### src/rtl/data_mem_sram_bridge_if.sv
// data_mem_sram_bridge_if
//   Bundles the gpu data-memory request/response channels: one read and one
//   write valid/ready pair per channel, with address and data lanes.
//   master : gpu side, drives requests and write data, receives ready/read data
//   slave  : memory side (the bridge), receives requests, returns ready/read data
// Signals (all per channel, channel c occupies element [c]):
//   mem_read_valid    read request, held until mem_read_ready
//   mem_read_address  read address, stable while valid
//   mem_read_ready    one-cycle completion pulse
//   mem_read_data     read data, valid with ready and held afterwards
//   mem_write_valid   write request, held until mem_write_ready
//   mem_write_address write address
//   mem_write_data    write data
//   mem_write_ready   one-cycle commit pulse
interface data_mem_sram_bridge_if #(
  parameter int ADDR_BITS    = 8,
  parameter int DATA_BITS    = 8,
  parameter int NUM_CHANNELS = 4
);

  logic [NUM_CHANNELS-1:0]                mem_read_valid;
  logic [NUM_CHANNELS-1:0][ADDR_BITS-1:0] mem_read_address;
  logic [NUM_CHANNELS-1:0]                mem_read_ready;
  logic [NUM_CHANNELS-1:0][DATA_BITS-1:0] mem_read_data;
  logic [NUM_CHANNELS-1:0]                mem_write_valid;
  logic [NUM_CHANNELS-1:0][ADDR_BITS-1:0] mem_write_address;
  logic [NUM_CHANNELS-1:0][DATA_BITS-1:0] mem_write_data;
  logic [NUM_CHANNELS-1:0]                mem_write_ready;

  modport master (
    output mem_read_valid,
    output mem_read_address,
    input  mem_read_ready,
    input  mem_read_data,
    output mem_write_valid,
    output mem_write_address,
    output mem_write_data,
    input  mem_write_ready
  );

  modport slave (
    input  mem_read_valid,
    input  mem_read_address,
    output mem_read_ready,
    output mem_read_data,
    input  mem_write_valid,
    input  mem_write_address,
    input  mem_write_data,
    output mem_write_ready
  );

endinterface

### src/rtl/data_mem_sram_bridge.sv
// data_mem_sram_bridge
//   Memory-side endpoint for the gpu data-memory channels. Every channel
//   offers an independent read and write request; the 2*NUM_CHANNELS request
//   slots (R0,W0,R1,W1,...) are arbitrated round-robin onto one single-port
//   synchronous SRAM with one cycle of read latency. Each served request gets
//   exactly one ready pulse. One access takes three cycles:
//   grant (IDLE) -> SRAM access (ACCESS) -> response (RESP).
// Ports:
//   clk        rising-edge clock
//   rst_n      asynchronous active-low reset
//   mem        slave side of the gpu data-memory channel bundle
//   sram_en    SRAM access enable (registered)
//   sram_we    SRAM write enable, 1=write 0=read (registered)
//   sram_addr  SRAM address (registered)
//   sram_wdata SRAM write data (registered)
//   sram_rdata SRAM read data, valid the cycle after a read access
//   busy       high whenever the access sequencer is not idle
module data_mem_sram_bridge #(
  parameter int ADDR_BITS    = 8,
  parameter int DATA_BITS    = 8,
  parameter int NUM_CHANNELS = 4
) (
  input  logic                 clk,
  input  logic                 rst_n,
  data_mem_sram_bridge_if.slave mem,
  output logic                 sram_en,
  output logic                 sram_we,
  output logic [ADDR_BITS-1:0] sram_addr,
  output logic [DATA_BITS-1:0] sram_wdata,
  input  logic [DATA_BITS-1:0] sram_rdata,
  output logic                 busy
);

  localparam int NUM_SLOTS = 2 * NUM_CHANNELS;
  localparam int SLOT_BITS = $clog2(NUM_SLOTS);
  localparam int CH_BITS   = (NUM_CHANNELS > 1) ? $clog2(NUM_CHANNELS) : 1;

  typedef enum logic [1:0] {
    IDLE   = 2'd0,
    ACCESS = 2'd1,
    RESP   = 2'd2
  } state_t;

  state_t state_q, state_next;

  logic [NUM_SLOTS-1:0] slot_valid;
  logic [NUM_SLOTS-1:0] eligible;
  logic [NUM_SLOTS-1:0] lock_q;
  logic [NUM_SLOTS-1:0] lock_set;

  logic [SLOT_BITS-1:0] rr_ptr_q, rr_ptr_next;
  logic                 grant_found;
  logic [SLOT_BITS-1:0] grant_slot;
  logic [CH_BITS-1:0]   grant_ch;

  logic [CH_BITS-1:0]   gnt_ch_q, gnt_ch_next;
  logic                 gnt_write_q, gnt_write_next;

  logic                 sram_en_next, sram_we_next;
  logic [ADDR_BITS-1:0] sram_addr_next;
  logic [DATA_BITS-1:0] sram_wdata_next;

  logic [NUM_CHANNELS-1:0]                read_ready_q, read_ready_next;
  logic [NUM_CHANNELS-1:0]                write_ready_q, write_ready_next;
  logic [NUM_CHANNELS-1:0][DATA_BITS-1:0] read_data_q, read_data_next;

  assign mem.mem_read_ready  = read_ready_q;
  assign mem.mem_write_ready = write_ready_q;
  assign mem.mem_read_data   = read_data_q;
  assign busy                = (state_q != IDLE);

  // Flatten the channel requests into slot order: even slots are reads,
  // odd slots are writes, slot 2c/2c+1 belong to channel c.
  always_comb begin
    slot_valid = '0;
    for (int c = 0; c < NUM_CHANNELS; c++) begin
      slot_valid[2*c]   = mem.mem_read_valid[c];
      slot_valid[2*c+1] = mem.mem_write_valid[c];
    end
  end

  // A locked slot has already been answered; the gpu keeps valid up for a
  // cycle after ready, and the lock stops that stale request being served twice.
  assign eligible = slot_valid & ~lock_q;

  // Round-robin pick: first eligible slot at or after rr_ptr, wrapping.
  always_comb begin
    int idx;
    idx         = 0;
    grant_found = 1'b0;
    grant_slot  = '0;
    for (int i = 0; i < NUM_SLOTS; i++) begin
      idx = int'(rr_ptr_q) + i;
      if (idx >= NUM_SLOTS) begin
        idx = idx - NUM_SLOTS;
      end
      if (!grant_found && eligible[idx]) begin
        grant_found = 1'b1;
        grant_slot  = SLOT_BITS'(idx);
      end
    end
  end

  assign grant_ch = CH_BITS'(grant_slot >> 1);

  // Next-state and next-output logic. Every SRAM-facing and gpu-facing output
  // is registered; ready bits default low so each one is a single-cycle pulse.
  always_comb begin
    state_next       = state_q;
    rr_ptr_next      = rr_ptr_q;
    gnt_ch_next      = gnt_ch_q;
    gnt_write_next   = gnt_write_q;
    sram_en_next     = sram_en;
    sram_we_next     = sram_we;
    sram_addr_next   = sram_addr;
    sram_wdata_next  = sram_wdata;
    read_ready_next  = '0;
    write_ready_next = '0;
    read_data_next   = read_data_q;
    lock_set         = '0;

    case (state_q)
      IDLE: begin
        if (grant_found) begin
          gnt_ch_next    = grant_ch;
          gnt_write_next = grant_slot[0];
          sram_en_next   = 1'b1;
          sram_we_next   = grant_slot[0];
          if (grant_slot[0]) begin
            sram_addr_next  = mem.mem_write_address[grant_ch];
            sram_wdata_next = mem.mem_write_data[grant_ch];
          end else begin
            sram_addr_next  = mem.mem_read_address[grant_ch];
          end
          if (int'(grant_slot) == NUM_SLOTS - 1) begin
            rr_ptr_next = '0;
          end else begin
            rr_ptr_next = grant_slot + 1'b1;
          end
          state_next = ACCESS;
        end
      end

      ACCESS: begin
        // The SRAM samples en/we/addr on this edge; drop enable afterwards.
        sram_en_next = 1'b0;
        state_next   = RESP;
      end

      RESP: begin
        if (gnt_write_q) begin
          write_ready_next[gnt_ch_q] = 1'b1;
        end else begin
          read_ready_next[gnt_ch_q] = 1'b1;
          read_data_next[gnt_ch_q]  = sram_rdata;
        end
        lock_set[2*int'(gnt_ch_q) + int'(gnt_write_q)] = 1'b1;
        state_next = IDLE;
      end

      default: begin
        state_next = IDLE;
      end
    endcase
  end

  // State and output registers. Reset drops any access in flight without a
  // response; the gpu still holds valid, so the request is simply re-granted.
  always_ff @(posedge clk or negedge rst_n) begin
    if (!rst_n) begin
      state_q       <= IDLE;
      rr_ptr_q      <= '0;
      gnt_ch_q      <= '0;
      gnt_write_q   <= 1'b0;
      lock_q        <= '0;
      sram_en       <= 1'b0;
      sram_we       <= 1'b0;
      sram_addr     <= '0;
      sram_wdata    <= '0;
      read_ready_q  <= '0;
      write_ready_q <= '0;
      read_data_q   <= '0;
    end else begin
      state_q       <= state_next;
      rr_ptr_q      <= rr_ptr_next;
      gnt_ch_q      <= gnt_ch_next;
      gnt_write_q   <= gnt_write_next;
      lock_q        <= (lock_q & slot_valid) | lock_set;
      sram_en       <= sram_en_next;
      sram_we       <= sram_we_next;
      sram_addr     <= sram_addr_next;
      sram_wdata    <= sram_wdata_next;
      read_ready_q  <= read_ready_next;
      write_ready_q <= write_ready_next;
      read_data_q   <= read_data_next;
    end
  end

endmodule

### src/flat_wrapper.sv
// flat-port wrapper written by rule: the top's interface ports become plain ports
module data_mem_sram_bridge_flat 
#(
  parameter int ADDR_BITS    = 8,
  parameter int DATA_BITS    = 8,
  parameter int NUM_CHANNELS = 4
)
  (clk, rst_n, sram_en, sram_we, sram_addr, sram_wdata, sram_rdata, busy, mem_mem_read_valid, mem_mem_read_address, mem_mem_read_ready, mem_mem_read_data, mem_mem_write_valid, mem_mem_write_address, mem_mem_write_data, mem_mem_write_ready);
  data_mem_sram_bridge_if #(.ADDR_BITS(ADDR_BITS), .DATA_BITS(DATA_BITS), .NUM_CHANNELS(NUM_CHANNELS)) mem_i ();
  input  logic clk;
  input  logic rst_n;
  output logic sram_en;
  output logic sram_we;
  output logic [ADDR_BITS-1:0] sram_addr;
  output logic [DATA_BITS-1:0] sram_wdata;
  input  logic [DATA_BITS-1:0] sram_rdata;
  output logic busy;
  input wire logic [$bits(mem_i.mem_read_valid)-1:0] mem_mem_read_valid;
  input wire logic [$bits(mem_i.mem_read_address)-1:0] mem_mem_read_address;
  output wire logic [$bits(mem_i.mem_read_ready)-1:0] mem_mem_read_ready;
  output wire logic [$bits(mem_i.mem_read_data)-1:0] mem_mem_read_data;
  input wire logic [$bits(mem_i.mem_write_valid)-1:0] mem_mem_write_valid;
  input wire logic [$bits(mem_i.mem_write_address)-1:0] mem_mem_write_address;
  input wire logic [$bits(mem_i.mem_write_data)-1:0] mem_mem_write_data;
  output wire logic [$bits(mem_i.mem_write_ready)-1:0] mem_mem_write_ready;
  assign mem_i.mem_read_valid = mem_mem_read_valid;
  assign mem_i.mem_read_address = mem_mem_read_address;
  assign mem_mem_read_ready = mem_i.mem_read_ready;
  assign mem_mem_read_data = mem_i.mem_read_data;
  assign mem_i.mem_write_valid = mem_mem_write_valid;
  assign mem_i.mem_write_address = mem_mem_write_address;
  assign mem_i.mem_write_data = mem_mem_write_data;
  assign mem_mem_write_ready = mem_i.mem_write_ready;
  data_mem_sram_bridge #(.ADDR_BITS(ADDR_BITS), .DATA_BITS(DATA_BITS), .NUM_CHANNELS(NUM_CHANNELS)) u_core (.clk(clk), .rst_n(rst_n), .mem(mem_i), .sram_en(sram_en), .sram_we(sram_we), .sram_addr(sram_addr), .sram_wdata(sram_wdata), .sram_rdata(sram_rdata), .busy(busy));
endmodule
### config.mk
export PLATFORM = sky130hd
export DESIGN_NAME = data_mem_sram_bridge_flat
export DESIGN_NICKNAME = d
export VERILOG_FILES = /design/src/rtl/data_mem_sram_bridge_if.sv /design/src/rtl/data_mem_sram_bridge.sv /design/src/flat_wrapper.sv
export SDC_FILE = /design/constraint.sdc
export NUM_CORES = 1
export LEC_CHECK = 0
export BUFFER_PORTS_ARGS = -buffer_cell sky130_fd_sc_hd__buf_2
export CAP_MARGIN = 15
export CELL_PAD_IN_SITES_DETAIL_PLACEMENT = 0
export CELL_PAD_IN_SITES_GLOBAL_PLACEMENT = 1
export CORE_ASPECT_RATIO = 0.9
export CORE_MARGIN = 10
export CORE_UTILIZATION = 41
export CTS_CLUSTER_DIAMETER = 30
export DETAILED_ROUTE_END_ITERATION = 7
export PLACE_DENSITY_LB_ADDON = 0.1
export SLEW_MARGIN = 25
export SYNTH_ARGS = -nofsm -noshare
export SYNTH_HDL_FRONTEND = slang
export SYNTH_SLANG_ARGS = --single-unit
export TNS_END_PERCENT = 1
### constraint.sdc
create_clock -name clk -period 6.85 [get_ports clk]
set_input_delay 0.3425 -clock clk [delete_from_list [all_inputs] [get_ports clk]]
set_output_delay 0.3425 -clock clk [all_outputs]
set_load 0.05 [all_outputs]
* Word level (Yosys, flattened, before mapping)
Cells that the tools add are included.
** Storage, ports and cells
- Output and inout port bits :: 59
- Input port bits :: 114
- Register bits after elaboration :: 73
- Logic and storage cells :: 156
** Operators by class
- Equal/unequal tests :: 4
- Muxes and demuxes :: 72
- $lt $le $gt $ge :: 21
- Reductions and logical operators :: 23
- $add $sub $neg :: 17
- Bitwise operators :: 5
** Operators by type and width (count)
- $lt A32 B5 Y1 const B :: 9
- $mux W32 :: 8
- $ge A32 B5 Y1 const B :: 7
- $sub A32 B5 Y32 const B :: 7
- $bmux W8 S2 :: 3
- $mux W8 :: 6
- $bwmux W32 :: 1
- $ge A32 B1 Y1 const B :: 1
- $mux W1 :: 27
- $mux W3 :: 9
- $bmux W1 S3 :: 8
- $add A3 B3 Y4 const B :: 4
- $and A8 B8 Y8 :: 2
- $demux W8 S2 :: 1
- $mux W4 :: 4
- $logic_and A1 B1 Y1 :: 9
- $add A3 B2 Y4 const B :: 2
- $not A8 Y8 :: 1
- $or A8 B8 Y8 :: 1
- $logic_not A1 Y1 :: 7
- $lt A2 B3 Y1 const B :: 2
- $reduce_and A2 Y1 :: 3
- $sub A3 B4 Y5 const B :: 1
- $add A3 B1 Y4 :: 1
- other kinds (17) :: 18

* Logic depth before layout (Yosys ltp)
Gate-level depths: netlist of run 1.
- Depth in word-level cells :: 30
- Gate-level depth with buffers :: 19
- Depth with buffers taken out :: 13

* Worst setup path after synthesis of run 1
No wires, ideal clock.
- Path type :: register to register
- Start :: register u_core.rr_ptr_q[1]
- End :: register u_core.sram_wdata[4]
- Slack :: 2669 ps
- Cell stages (with the launch flop) :: 15
- Path buffers :: 5
- Required time :: 6725 ps
- Clock period less this slack :: 4181 ps
- Setup time :: 125 ps
- Arrival time :: 4057 ps
- Cells stage by stage :: dfrtp_1 clkbuf_1 inv_1 clkbuf_1 ha_1 buf_2 inv_1 buf_1 mux4_2 o221ai_1 a21oi_1 o31ai_4 buf_6 mux4_2 mux2_2
** Between the ends
- Longest elaborated chain between the ends :: 29
- Elaborated cells between the ends (all ways) :: 88
- Those cells by class :: add/sub: 15; order compare: 8; mux: 50; reduce/logical: 15
** RTL lines
- start, declared :: RTL line data_mem_sram_bridge.sv:51 : logic [SLOT_BITS-1:0] rr_ptr_q, rr_ptr_next;
- start signal, assigned :: RTL line data_mem_sram_bridge.sv:185 : rr_ptr_q <= rr_ptr_next;
- parallel branches: the longest is 29 deep, another holds $sub A32 B5 Y32
- end signal, assigned :: RTL line data_mem_sram_bridge.sv:192 : sram_wdata <= sram_wdata_next;
- end, declared :: RTL line data_mem_sram_bridge.sv:29 : output logic [DATA_BITS-1:0] sram_wdata,
Several ways; the timed one is not identified. The select of a mux whose other input is x is not followed.
A chain may end at the register's enable or synchronous reset.

* Worst setup path after layout of run 1
- Start :: register u_core.rr_ptr_q[0]
- End :: register u_core.sram_addr[7]
** Between the ends
- Longest elaborated chain between the ends :: 30
- Elaborated cells between the ends (all ways) :: 91
- Those cells by class :: add/sub: 15; order compare: 8; mux: 53; reduce/logical: 15
** RTL lines
- parallel branches: the longest is 30 deep, another holds $sub A32 B5 Y32
- end signal, assigned :: RTL line data_mem_sram_bridge.sv:191 : sram_addr <= sram_addr_next;
- end, declared :: RTL line data_mem_sram_bridge.sv:28 : output logic [ADDR_BITS-1:0] sram_addr,
Several ways; the timed one is not identified. The select of a mux whose other input is x is not followed.

==> summary.json, run 1 <==
{
  "setup_path": {
    "worstSetupPathType": "register to register",
    "worst_setup_path_end_kind": "register",
    "cp.buffers_inverters": 4,
    "worst_path_dominant_cell_family": "buffers and inverters",
    "timing.critical_path.arrival_ns": 5.02,
    "critical_path.slowest_cell": "sky130_fd_sc_hd__o31ai_4",
    "crit_top_cell": "sky130_fd_sc_hd__buf_4",
    "cp_cell_sequence": "buf_4 > inv_4 > ha_1 > inv_1 > mux4_2 > and4_1 > nor3b_4 > o31ai_4 > buf_4 > mux2i_1 > o221ai_1 > a21o_1",
    "max_stage_delay_ns": 0.66,
    "critPathLaunchType": "register",
    "crit_path_max_fanout": 31,
    "timing.critical_path.required_ns": 7.08
  },
  "timing": {
    "fmaxAchievable_mhz": 209,
    "fin_skew_ns": 0.00516,
    "min_period_ns": 4.79,
    "timing.hold.ws_ns": 0.243,
    "finalSetupViolations": 0,
    "worst_slew_margin_rel_pct": 35.5,
    "final.period_utilization_pct": 69.9,
    "hold_viol_final": 0,
    "grt_setup_unrepaired": "false",
    "max_slew.worst_pin.slew_ns": 0.967,
    "report.final.slew_viol_count": 0,
    "tns_ns": 0
  },
  "logic_synthesis": {
    "syn-cell-area_mm2": 0.00463,
    "yosys.area_share.adder_pct": 1.08,
    "synth.top_cell.area_share_pct": 39.5,
    "ys_warn_count": 0,
    "synth_cell_types": 62,
    "synth_xor_area_share_pct": 0.757,
    "cells_after_synthesis": 431,
    "synth_top_flop_cell": "sky130_fd_sc_hd__dfrtp_1",
    "synthMostInstantiatedCell": "sky130_fd_sc_hd__nand2_1",
    "synthMuxAreaShare_pct": 27.2,
    "avgSynthCellArea_um2": 10.7,
    "number_of_register_bits_inferred_by_synthesis": 73,
    "netlist_top_cells_count": "sky130_fd_sc_hd__nand2_1, sky130_fd_sc_hd__dfrtp_1, sky130_fd_sc_hd__mux2i_1",
    "synth_compound_area_share_pct": 10.0,
    "synth-simple-area-share_pct": 17.0,
    "synth.yosys.seq_area_share_pct": 39.5,
    "postSynthNetCount": 549,
    "main_combinational_cell_family_by_area_after_synthesis": "multiplexers",
    "ys_async_sr_fraction_pct": 100,
    "synth_edf_count": 0,
    "ys_top_cells_by_area": "sky130_fd_sc_hd__dfrtp_1, sky130_fd_sc_hd__mux2i_1, sky130_fd_sc_hd__mux4_2",
    "synth_top_area_cell": "sky130_fd_sc_hd__dfrtp_1"
  },
  "drt": {
    "drt_pass1_iterations": 5,
    "vias_after_detailed_routing": 4000,
    "wirelength_per_cell_um": 19.1,
    "detail_route.wirelength_um": 14400,
    "drt_iter0_markers": 275,
    "final_antenna_net_count": 0,
    "drc": 0,
    "detail_route.vias_per_cell": 5.31
  },
  "clocking": {
    "worstSkewPairLatency_ns": 0.33,
    "htree_num_levels": 3,
    "tritoncts": "yes",
    "cts.root.buffer_cell": "sky130_fd_sc_hd__clkbuf_16",
    "cts_buffers": 9,
    "clk_transition_reported_paths_ns": 0.06,
    "cts.path.max_buffers": 2,
    "cts.repair_timing.setup_buffer_count": 0,
    "clock-sinks": 73,
    "post_cts.resized_instances": 0
  },
  "floorplanning": {
    "io-pin-count": 173,
    "die_w_um": 132,
    "die-area_mm2": 0.0159,
    "core-area_mm2": 0.0109,
    "vertical_die_dimension_um": 121,
    "num_rows": 36,
    "initial_core_util_pct": 42.3
  },
  "global_route": {
    "first_pass_grt_wire_length_um": 22800,
    "grt_antenna_before_repair": 0,
    "via_count_of_the_first_global_routing_pass": 4279,
    "grt_use_total_pct": 17.6,
    "grt_max_degree": 74,
    "globalRoute.totalOverflow": 0
  },
  "hold_path": {
    "hold_path_class": "input pin to register"
  },
  "cells_and_area": {
    "area_growth_from_synthesis_to_final_layout_pct": 26.9,
    "fraction_of_final_layout_cells_sized_beyond_drive_strength_1_pct": 40.3,
    "layout.nets": 714,
    "insertedDiodeCount": 0
  },
  "placement": {
    "place_congestion": 0.876,
    "detailed_place_hpwl_um": 11000,
    "port_buffers": 172
  },
  "run_status": {
    "status": "finished, final reports clean"
  },
  "run": {
    "max-cap-violations": 0
  }
}
==> worst paths after layout <==
kind                                        startpoint                      endpoint  slack, ns  depth (start not counted)
max reg2reg                         u_core.rr_ptr_q[0]           u_core.sram_addr[7]       2.06                         12
min                              mem_mem_read_valid[1]              u_core.lock_q[2]       0.24                          3
max in group asynchronous                        rst_n  u_core.mem.mem_read_data[10]       5.76                          3
max                                 u_core.rr_ptr_q[0]           u_core.sram_addr[7]       2.06                         12
min in group asynchronous                        rst_n  u_core.mem.mem_read_data[22]       0.51                          2
min reg2reg                u_core.mem.mem_read_data[5]   u_core.mem.mem_read_data[5]       0.47                          2
==> state kept, by name, indices dropped and copies added (netlist names) <==
name and count:
u_core.state_q 2, u_core.lock_q 8, u_core.sram_we 1, u_core.sram_wdata 8
u_core.gnt_ch_q 2, u_core.mem.mem_write_ready 4, u_core.mem.mem_read_ready 4, u_core.mem.mem_read_data 32
u_core.rr_ptr_q 3, u_core.sram_en 1, u_core.sram_addr 8
==> cells in the final DEF (no fill, tap or decap), types with 4 or more instances in the layout <==
cell,count
sky130_fd_sc_hd__mux2_2,19
sky130_fd_sc_hd__ha_1,4
sky130_fd_sc_hd__mux4_1,5
sky130_fd_sc_hd__nor2_1,8
sky130_fd_sc_hd__clkinv_1,4
sky130_fd_sc_hd__nand2_1,104
sky130_fd_sc_hd__nor2b_1,9
sky130_fd_sc_hd__buf_2,171
sky130_fd_sc_hd__o21ai_0,7
sky130_fd_sc_hd__inv_1,7
sky130_fd_sc_hd__a21o_1,15
sky130_fd_sc_hd__o22ai_1,4
sky130_fd_sc_hd__a21oi_1,7
sky130_fd_sc_hd__clkbuf_16,9
sky130_fd_sc_hd__nand2b_1,7
sky130_fd_sc_hd__o221ai_1,10
sky130_fd_sc_hd__nand3b_1,4
sky130_fd_sc_hd__mux4_2,18
sky130_fd_sc_hd__mux2i_1,51
sky130_fd_sc_hd__dfrtp_1,73
sky130_fd_sc_hd__buf_4,4
==> final cells by class <==
cell class,instances,area [um^2]
clock buffers,10,229
multi-input cells,323,2600
repair buffers,177,916
inverters,12,47.5
clock inverters,6,67.6
well taps,152,190
fillers,1025,5070
flip-flops and latches,73,1830
==> metrics by stage <==
step                cells  util, %  setup WS (ns)  area, um^2
floorplan             431        -           2.67        4630
global placement      735     50.7           2.05        5550
detailed placement    735     50.7           2.00        5550
CTS                   751     53.4           2.00        5840
global route          753     53.7           1.68        5880
finish                753     53.7           2.06        5880
==> timing repair <==
item	CTS	global route
endpoints found under the hold margin	0	32
endpoints found under the setup margin	0	0
hold buffers	0	1
==> logic make-up (layout without fill, tap and decap cells) <==
group	Yosys count	in the layout
simple gates	162	162
mux	93	93
flops	73	73
compound gates	60	60
buf+inv	35	205
fa+ha+maj	4	4
xor+xnor	4	4
==> worst reg2reg max path, delay by kind of cell (launching register included) <==
kind                       cells  cell delay [ns]
AOI/OAI and AO/OA              3             0.97
adders and majority gates      1             0.44
buffers and inverters          4             1.43
DFF                            1             0.49
muxes                          2             0.87
and+or+nand+nor                2             0.47
==> per-layer routing <==
layer	vias to the layer above	wire length, um	global-route usage, %
met4	0	48	3.26
met2	152	7100	28.9
met1	1948	5830	21.5
met5	-	0	0
li1	1896	-	-
met3	4	1400	7.16
Power of run 1 is not shown: default switching activity piles up to over one toggle a cycle in this logic, so the estimate is an artifact.
==> run 2, diff against run 1 <==
- CORE_UTILIZATION: 41 -> 34
- clock period: 6.85 -> 4.1 ns (I/O delays scaled with it)
==> summary.json, run 2 (synthesized netlist as in run 1, its figures left out) <==
{
  "drt": {
    "met2WireLength_um": 7250,
    "met3RoutedLength_um": 852,
    "final_antenna_net_count": 0,
    "detail_route.wirelength_um": 14600,
    "drt_pass1_iterations": 5,
    "vias_after_detailed_routing": 4018,
    "top_routing_layer_in_use": "met4",
    "drc": 0,
    "wirelength_per_cell_um": 18.7,
    "drt-met1-wl_um": 6240,
    "drt_iter0_markers": 255,
    "detail_route.vias_per_cell": 5.16
  },
  "setup_path": {
    "critPathLaunchType": "register",
    "worstSetupPathType": "register to register",
    "worst_setup_path_end_kind": "register",
    "timing.critical_path.arrival_ns": 3.99,
    "regToRegSetupSlack_ns": 0.35,
    "crit_path_max_fanout": 33,
    "timing.critical_path.required_ns": 4.34
  },
  "cells_and_area": {
    "area_growth_from_synthesis_to_final_layout_pct": 29.5,
    "fraction_of_final_layout_cells_sized_beyond_drive_strength_1_pct": 41.3,
    "largest_reg_flops": 32,
    "most-common-layout-cells": "sky130_fd_sc_hd__buf_2, sky130_fd_sc_hd__nand2_1, sky130_fd_sc_hd__dfrtp_1",
    "insertedDiodeCount": 0,
    "layout.cell_area.non_filler_mm2": 0.00600,
    "layout.nets": 723,
    "fin_cells": 778,
    "most_frequent_standard_cell_in_the_layout_excluding_fill_and_tap_cells": "sky130_fd_sc_hd__buf_2",
    "fillerInstances": 1306
  },
  "placement": {
    "detailed_place_hpwl_um": 11200,
    "dp.cells": 761,
    "post_dp_cell_area_mm2": 0.00566,
    "place_congestion": 0.943,
    "port_buffers": 172
  },
  "timing": {
    "finalSetupViolations": 0,
    "fmaxAchievable_mhz": 266,
    "fin_skew_ns": 0.00584,
    "report.final.slew_viol_count": 0,
    "grt_setup_unrepaired": "false",
    "hold_viol_final": 0,
    "min_period_ns": 3.75,
    "timing.hold.ws_ns": 0.0954,
    "max_slew.worst_pin.slew_ns": 0.894,
    "worst_slew_margin_rel_pct": 40.3,
    "final.period_utilization_pct": 91.6,
    "tns_ns": 0
  },
  "clocking": {
    "cts_buffers": 9,
    "htree_num_levels": 3,
    "worstSkewPairLatency_ns": 0.34,
    "cts.root.buffer_cell": "sky130_fd_sc_hd__clkbuf_16",
    "clk_transition_reported_paths_ns": 0.06,
    "clock-sinks": 73,
    "cts.path.max_buffers": 2,
    "tritoncts": "yes"
  },
  "floorplanning": {
    "io-pin-count": 173,
    "die_w_um": 143,
    "die-area_mm2": 0.0187,
    "vertical_die_dimension_um": 131,
    "core-area_mm2": 0.0134,
    "num_rows": 40,
    "initial_core_util_pct": 34.6
  },
  "run": {
    "max-cap-violations": 0
  },
  "hold_path": {
    "hold_path_class": "input pin to register"
  },
  "global_route": {
    "globalRoute.totalOverflow": 0,
    "via_count_of_the_first_global_routing_pass": 4360,
    "grt_antenna_before_repair": 0,
    "grt_max_degree": 74,
    "first_pass_grt_wire_length_um": 22600,
    "grt_use_total_pct": 15.5
  },
  "run_status": {
    "status": "finished, final reports clean"
  }
}
==> run 2: changes by cell type in the layout (fill, tap and decap cells not counted), sizes merged <==
cell	previous run	this run
buf	176	185
clkinvlp	2	0
bufinv	1	2
clkbuf	10	9
clkinv	6	7
inv	9	10
==> run 2: critical path: stages (launching register included) <==
cell                       delay, ns
sky130_fd_sc_hd__dfrtp_1        0.49
sky130_fd_sc_hd__inv_4          0.22
sky130_fd_sc_hd__ha_1           0.28
sky130_fd_sc_hd__xor2_1         0.47
sky130_fd_sc_hd__mux4_2         0.38
sky130_fd_sc_hd__and4_1         0.29
sky130_fd_sc_hd__nor3b_4        0.18
sky130_fd_sc_hd__o31ai_4        0.20
sky130_fd_sc_hd__buf_4          0.25
sky130_fd_sc_hd__buf_12         0.26
sky130_fd_sc_hd__mux2i_1        0.28
sky130_fd_sc_hd__o221ai_1       0.15
sky130_fd_sc_hd__a21o_1         0.17
==> run 2: area by class of cell <==
| cell class | count | area (um^2) | area share, % |
|---|---|---|---|
| clock buffers | 9 | 225 | 3.76 |
| clock inverters | 7 | 100 | 1.67 |
| inverters | 12 | 47.5 | 0.793 |
| multi-input cells | 323 | 2600 | 43.3 |
| flip-flops and latches | 73 | 1830 | 30.5 |
| well taps | 168 | 210 | 3.51 |
| repair buffers | 186 | 987 | 16.5 |
==> run 2: worst paths after layout <==
path                                              from                          end  cells past startpoint
max                                 u_core.rr_ptr_q[0]          u_core.sram_addr[1]                     12
min                                      sram_rdata[4]  u_core.mem.mem_read_data[4]                      3
max reg2reg                         u_core.rr_ptr_q[0]          u_core.sram_addr[1]                     12
min reg2reg                u_core.mem.mem_read_data[4]  u_core.mem.mem_read_data[4]                      2
max in group asynchronous                        rst_n         u_core.sram_wdata[1]                      2
min in group asynchronous                        rst_n  u_core.mem.mem_read_data[4]                      2
==> run 2: through the flow <==
stage | util, % | setup WS [ns]
global route | 44.9 | 0.0144
CTS | 44.8 | 0.293
floorplan | - | 0.0436
detailed placement | 42.3 | 0.308
finish | 44.9 | 0.346
global placement | 42.3 | 0.335
==> run 2: routing by layer <==
| metal | global-route usage [%] | vias up |
|---|---|---|
| met1 | 19.3 | 1944 |
| met2 | 25.2 | 140 |
| met3 | 4.58 | 15 |
| met4 | 5.09 | 0 |
| li1 | - | 1919 |
| met5 | 0 | - |
==> run 2: timing repair <==
item                                    CTS  global route
endpoints found under the setup margin    0             7
hold buffers                              0             1
setup buffers                             0             0
gates resized for setup                   0             1
endpoints found under the hold margin     0            73
Power of run 2 is left out for the same reason.
